$ cat src/rtl/pw_layer_sched.sv
// pw_layer_sched: sequences one pointwise-conv layer pass over a cols x rows feature map.
// Pixels are accepted from upstream and issued to a 1-cycle-latency datapath. Results go
// through a 2-entry FIFO to the downstream port. Credit-based input throttling means the
// FIFO never overflows when the datapath behaves.
// Optional build macro: PW_LAYER_SCHED_PERF_EN adds the perf_stall counter output.
// Ports:
//   clk, rst                      clock, async active-high reset
//   start, cfg_cols, cfg_rows     pass launch and map dimensions (latched in IDLE)
//   in_valid/in_ready/in_data     upstream pixel handshake
//   dp_valid/dp_act               issue to datapath
//   dp_ready/dp_out               datapath result (one cycle after issue)
//   out_valid/out_ready/out_data  downstream result handshake, out_last on final pixel
//   busy, done, err_ovf           status; perf_stall with PW_LAYER_SCHED_PERF_EN
module pw_layer_sched #(
  parameter int unsigned IN_W  = 64,
  parameter int unsigned OUT_W = 128,
  parameter int unsigned DIM_W = 8
) (
  input  logic             clk,
  input  logic             rst,
  input  logic             start,
  input  logic [DIM_W-1:0] cfg_cols,
  input  logic [DIM_W-1:0] cfg_rows,
  input  logic             in_valid,
  output logic             in_ready,
  input  logic [IN_W-1:0]  in_data,
  output logic             dp_valid,
  output logic [IN_W-1:0]  dp_act,
  input  logic             dp_ready,
  input  logic [OUT_W-1:0] dp_out,
  output logic             out_valid,
  input  logic             out_ready,
  output logic [OUT_W-1:0] out_data,
  output logic             out_last,
  output logic             busy,
  output logic             done,
  output logic             err_ovf
`ifdef PW_LAYER_SCHED_PERF_EN
  ,
  output logic [31:0]      perf_stall
`endif
);

  typedef enum logic [1:0] {StIdle, StRun, StDrain, StDone} state_e;

  state_e           state_q;
  logic [DIM_W-1:0] cols_q, rows_q, col_q, row_q;
  logic [15:0]      total_q, out_cnt_q;
  logic             inflight_q;
  logic [OUT_W-1:0] fifo_q [2];
  logic             wr_ptr_q, rd_ptr_q;
  logic [1:0]       count_q;
  logic [IN_W-1:0]  act_q;
  logic             err_ovf_q;

  logic        pop, push, issue, fifo_full, col_wrap, last_issue;
  logic [2:0]  occ;
  logic [15:0] prod;

  assign prod      = 16'(cfg_cols) * 16'(cfg_rows);
  assign out_valid = (count_q != 2'd0);
  assign out_data  = fifo_q[rd_ptr_q];
  assign pop       = out_valid & out_ready;
  assign fifo_full = (count_q == 2'd2);
  // Credits: results held plus the one in flight, minus the one leaving this cycle.
  assign occ       = 3'(count_q) + 3'(inflight_q) - 3'(pop);
  assign in_ready  = (state_q == StRun) && (occ < 3'd2);
  assign issue     = in_valid & in_ready;
  assign dp_valid  = issue;
  assign dp_act    = issue ? in_data : act_q;
  // A full FIFO can still take a result if the head leaves in the same cycle.
  assign push      = dp_ready & ~(fifo_full & ~pop);
  assign col_wrap  = (col_q == cols_q - DIM_W'(1));
  assign last_issue = issue && col_wrap && (row_q == rows_q - DIM_W'(1));
  assign out_last  = out_valid && ((out_cnt_q + 16'd1) == total_q);
  assign busy      = (state_q != StIdle);
  assign done      = (state_q == StDone);
  assign err_ovf   = err_ovf_q;

  always_ff @(posedge clk or posedge rst) begin
    if (rst) begin
      state_q    <= StIdle;
      cols_q     <= '0;
      rows_q     <= '0;
      col_q      <= '0;
      row_q      <= '0;
      total_q    <= '0;
      out_cnt_q  <= '0;
      inflight_q <= 1'b0;
      wr_ptr_q   <= 1'b0;
      rd_ptr_q   <= 1'b0;
      count_q    <= '0;
      act_q      <= '0;
      err_ovf_q  <= 1'b0;
      for (int i = 0; i < 2; i++) fifo_q[i] <= '0;
    end else begin
      inflight_q <= issue;
      if (issue) act_q <= in_data;

      if (push) begin
        fifo_q[wr_ptr_q] <= dp_out;
        wr_ptr_q         <= ~wr_ptr_q;
      end
      if (pop) rd_ptr_q <= ~rd_ptr_q;
      count_q <= count_q + 2'(push) - 2'(pop);
      if (dp_ready && fifo_full && !pop) err_ovf_q <= 1'b1;
      if (pop) out_cnt_q <= out_cnt_q + 16'd1;

      unique case (state_q)
        StIdle: begin
          if (start) begin
            cols_q    <= cfg_cols;
            rows_q    <= cfg_rows;
            total_q   <= prod;
            col_q     <= '0;
            row_q     <= '0;
            out_cnt_q <= '0;
            state_q   <= ((cfg_cols == '0) || (cfg_rows == '0)) ? StDone : StRun;
          end
        end
        StRun: begin
          if (issue) begin
            if (col_wrap) begin
              col_q <= '0;
              row_q <= row_q + DIM_W'(1);
            end else begin
              col_q <= col_q + DIM_W'(1);
            end
            if (last_issue) state_q <= StDrain;
          end
        end
        StDrain: begin
          if ((count_q == 2'd0) && !inflight_q && (out_cnt_q == total_q)) state_q <= StDone;
        end
        StDone:  state_q <= StIdle;
        default: state_q <= StIdle;
      endcase
    end
  end

`ifdef PW_LAYER_SCHED_PERF_EN
  logic [31:0] stall_q;

  always_ff @(posedge clk or posedge rst) begin
    if (rst) begin
      stall_q <= '0;
    end else if ((state_q == StIdle) && start) begin
      stall_q <= '0;
    end else if ((state_q == StRun) && in_valid && !in_ready && (stall_q != '1)) begin
      stall_q <= stall_q + 32'd1;
    end
  end

  assign perf_stall = stall_q;
`endif

endmodule
$ cat config.mk
export PLATFORM = sky130hd
export DESIGN_NAME = pw_layer_sched
export DESIGN_NICKNAME = d
export VERILOG_FILES = /design/src/rtl/pw_layer_sched.sv
export SDC_FILE = /design/constraint.sdc
export NUM_CORES = 1
export LEC_CHECK = 0
export BUFFER_PORTS_ARGS = -buffer_cell sky130_fd_sc_hd__buf_2
export CAP_MARGIN = 20
export CORE_AREA = 2 2 158 238
export CTS_CLUSTER_DIAMETER = 40
export DETAILED_ROUTE_END_ITERATION = 12
export DIE_AREA = 0 0 160 240
export PLACE_DENSITY_LB_ADDON = 0.1
export RECOVER_POWER = 50
export SETUP_SLACK_MARGIN = 0.15
export SLEW_MARGIN = 20
export SYNTH_ARGS = -nofsm -noshare
export SYNTH_HDL_FRONTEND = slang
export SYNTH_SLANG_ARGS = --single-unit
$ cat constraint.sdc
create_clock -name clk -period 33.9 [get_ports clk]
set_input_delay 0 -clock clk [delete_from_list [all_inputs] [get_ports clk]]
set_output_delay 0 -clock clk [all_outputs]
set_load 0.005 [all_outputs]
==> impl_results.md <==
- Worst Path Max Fanout: 176
- Switching Share: 0.324
- Clock sink total: 392
- Die span in y: 240 um
- Hold Path Sink: row_q[0]$_DFFE_PP0P_
- Die area: 38400 um2
- Placed instance area: 22200 um2
- Crit. End Element: asynchronous set/reset pin
- Max-slew headroom: -4.97
- Setup repair after global routing missed its margin: false
- Clock network fraction of design power: 0.221
- Final Max Slew Viols: 557
- Final hold vios: 0
- Clk buf depth: 3
- Peak supply drop: 0.0661 mV
- Post-synth ARST share: 1.00
- CTS HTree Levels: 2
- Fraction of layout instances using a drive strength above 1: 0.410
- Final period utilization: 0.368
- RR Startpoint: count_q[1]$_DFF_PP0_
- Worst flop-to-flop path endpoint: fifo_q[128]$_DFFE_PP0P_
- Largest net degree at the start of global routing: 177
- Mapped Cells: 1577
- Pint: 1.49 mW
- P&R area growth vs syn: 30.2%
- Worst EP arrival: 10.86 ns
- Routability congestion estimate: 0.842
- Endpoints failing setup: 0
- Seq pwr share: 0.357
- Clk_lat worst skew: 0.56 ns
- Setup_tns: 0 ns
- Ys flop type: dfrtp_1
- Post-synthesis register bit count: 392
- Number of global-route vias before repair: 15400
- Area of the multi-input gates: 9370 um2
- Register area: 9810 um2
- Clock root cell: clkbuf_16
- Initial core utilization: 0.544
- Final WL: 49.1 mm
- Post-Syn Area per Cell: 12.5 um2
- Startpoint types: input pin
- Clk slew on worst S/H paths: 0.06 ns
- Drc violations: 0
- Net count after synthesis: 1877
- Die X-Extent: 160 um
- Syn. warnings: 0
- Number of enable flip-flop cells after synthesis: 0
- Routed Antenna Nets: 0
- IO Port Bufs: 412
- Status: complete, but fails checks
- Final setup skew: 0.0238 ns
- Initial antenna violation count: 1
- Nets: 2471
- Fmax: 0.0802 GHz
- Global-route wire length before repair: 78.8 mm
- Min-delay src: in_valid
- Netlist Area Pre-Place: 19800 um2
- 1st-iter DRT viols: 718
- First drt pass iteration count: 4
- Cts repair resizes: 0
- Worst slew pin tran: 8.96 ns
- Core area: 36400 um2
- Power per cell area: 85.3 nW/um2
- Final instance area: 25800 um2
- Psw: 0.712 mW
- Worst hold-check path type: in2reg
- Hold path depth: 4
- Failing checks: capacitance limit, slew limit
- Row count: 86
- Fillers: 2670
- Vias per cell: 5.33
- Via count: 14400
- Sequential share of the synthesized area: 0.496
- Combinational share of power: 0.422
- Max Cap Viol: 6
- Wire per inst: 18.2 um
- Overflow after GRT: 0
- Type of the worst setup path: in2async
- DP Wirelength: 33.1 mm
- R2r worst-path depth: 6
- Leakage power: 11.8 nW
- Flop-to-flop setup slack: 28.88 ns
- Data required time of the worst path: 32.30 ns
- CTS tree: yes
- Number of library cell types mapped by synthesis: 63
- TritonCTS Buffers: 44
- Global router's overall resource usage: 0.254
- I/O Pins: 413
- Clock period minus worst slack: 12.46 ns
==> through the flow <==
stage                     hold slack, ns  setup WS [ns]   util  total power, mW  instances
after CTS                        0.00644          29.18  0.711             2.22       2690
after detailed placement           0.226          29.58  0.611             1.70       2396
final                             0.0325          21.44  0.708             2.20       2694
after global placement             0.220          29.65  0.611             1.67       2396
after global routing              0.0278          18.61  0.708             2.33       2691
after floorplan                    0.105          23.00      -             1.36       1577
==> cell type report <==
cell class | count | area share
clock inverter | 18 | 0.00952
sequential | 392 | 0.381
clock buffer | 63 | 0.0490
tap | 484 | 0.0235
antenna | 4 | 0.000389
timing repair buffer | 634 | 0.162
multi-input combinational | 1028 | 0.364
inverter | 71 | 0.0104
==> state kept, by name, summed over array words and instances, names as in the netlist <==
| register | count |
|---|---|
| wr_ptr_q | 1 |
| err_ovf | 1 |
| count_q | 2 |
| rows_q | 8 |
| col_q | 8 |
| row_q | 8 |
| total_q | 16 |
| out_cnt_q | 16 |
| fifo_q | 256 |
| rd_ptr_q | 1 |
| state_q | 2 |
| cols_q | 8 |
| act_q | 64 |
| inflight_q | 1 |
==> power groups by stage <==
| stage | Sequential (mW) | Clock, mW | Combinational, mW |
|---|---|---|---|
| after floorplan | 0.745 | 0 | 0.614 |
| final | 0.785 | 0.486 | 0.927 |
| after global routing | 0.811 | 0.516 | 1.01 |
| after CTS | 0.783 | 0.497 | 0.935 |
| after detailed placement | 0.791 | 0 | 0.909 |
| after global placement | 0.775 | 0 | 0.896 |
==> routing by layer <==
layer,track usage,share of wire,up-vias
met5,0,0,-
met4,0.109,0.042,0
met3,0.0640,0.060,128
met2,0.450,0.52,393
met1,0.293,0.38,7186
li1,-,-,6657
==> synth_stat cells, drive strengths merged, types with 4 or more instances <==
cell      n  share of area
or4       4         0.0015
ha       49          0.031
fa       37          0.037
a31oi     7         0.0022
nor2     46         0.0087
nand4    14         0.0044
nand2    97          0.019
o21ai    38         0.0096
and2     55          0.017
mux2    451           0.26
a21o      6         0.0023
a21oi    23         0.0060
o21a      4         0.0015
dfrtp   392           0.50
xnor2    33          0.015
or3       9         0.0028
clkbuf   64          0.012
o31ai     4         0.0015
and3      6         0.0019
nand2b    7         0.0022
inv      70          0.013
buf      22         0.0057
nor3     21         0.0053
or2       5         0.0016
mux2i     4         0.0020
nor4      7         0.0022
xor2     36          0.016
nand3    17         0.0043
==> how the worst max path moves through the flow <==
stage	end	start
5_1_grt	fifo_q[140]$_DFFE_PP0P_	rst
4_1_cts	dp_act[16]	count_q[1]$_DFF_PP0_
6_report	fifo_q[152]$_DFFE_PP0P_	rst
3_5_place_dp	total_q[13]$_DFFE_PP0P_	cfg_rows[7]
3_3_place_gp	total_q[13]$_DFFE_PP0P_	cfg_rows[7]
2_1_floorplan	act_q[0]$_DFF_PP0_	rst
==> cell families after synthesis <==
group                      share of synthesized area
xor gates and xnor gates                      0.0305
DFF                                            0.496
AOI/OAI and AO/OA                             0.0400
adders and majority gates                     0.0684
buffers and inverters                         0.0313
muxes                                          0.259
and+or+nand+nor                               0.0752
==> repair_timing <==
action	CTS	global route
hold buffers	213	0
setup buffers	0	0
endpoints found under the hold margin	480	0
==> worst max-delay path, stage by stage <==
cell and delay, ns:
dlygate4sd3_1 0.54, clkbuf_1 0.11, clkinvlp_2 3.39, clkbuf_1 6.46
==> cell usage in the layout, fill, tap and decap left out, types with 5 or more instances in the layout <==
cell and instances:
nand2_1 95, mux2_2 450, nor3_1 21, o21ai_0 35, buf_2 362, nand2b_1 7, a31oi_1 7, inv_1 69
nor2_1 45, nand4_1 14, and3_1 6, or3_1 9, or2_2 5, a21oi_1 22, buf_4 5, clkbuf_8 9
fa_1 37, xor2_1 36, inv_6 5, nand3_1 17, xnor2_1 33, nor4_1 7, clkbuf_16 44, a21o_1 6
clkbuf_1 63, and2_1 55, ha_1 49, dfrtp_1 392, dlygate4sd3_1 213
Note: power is estimated with default switching activity, not from simulation.
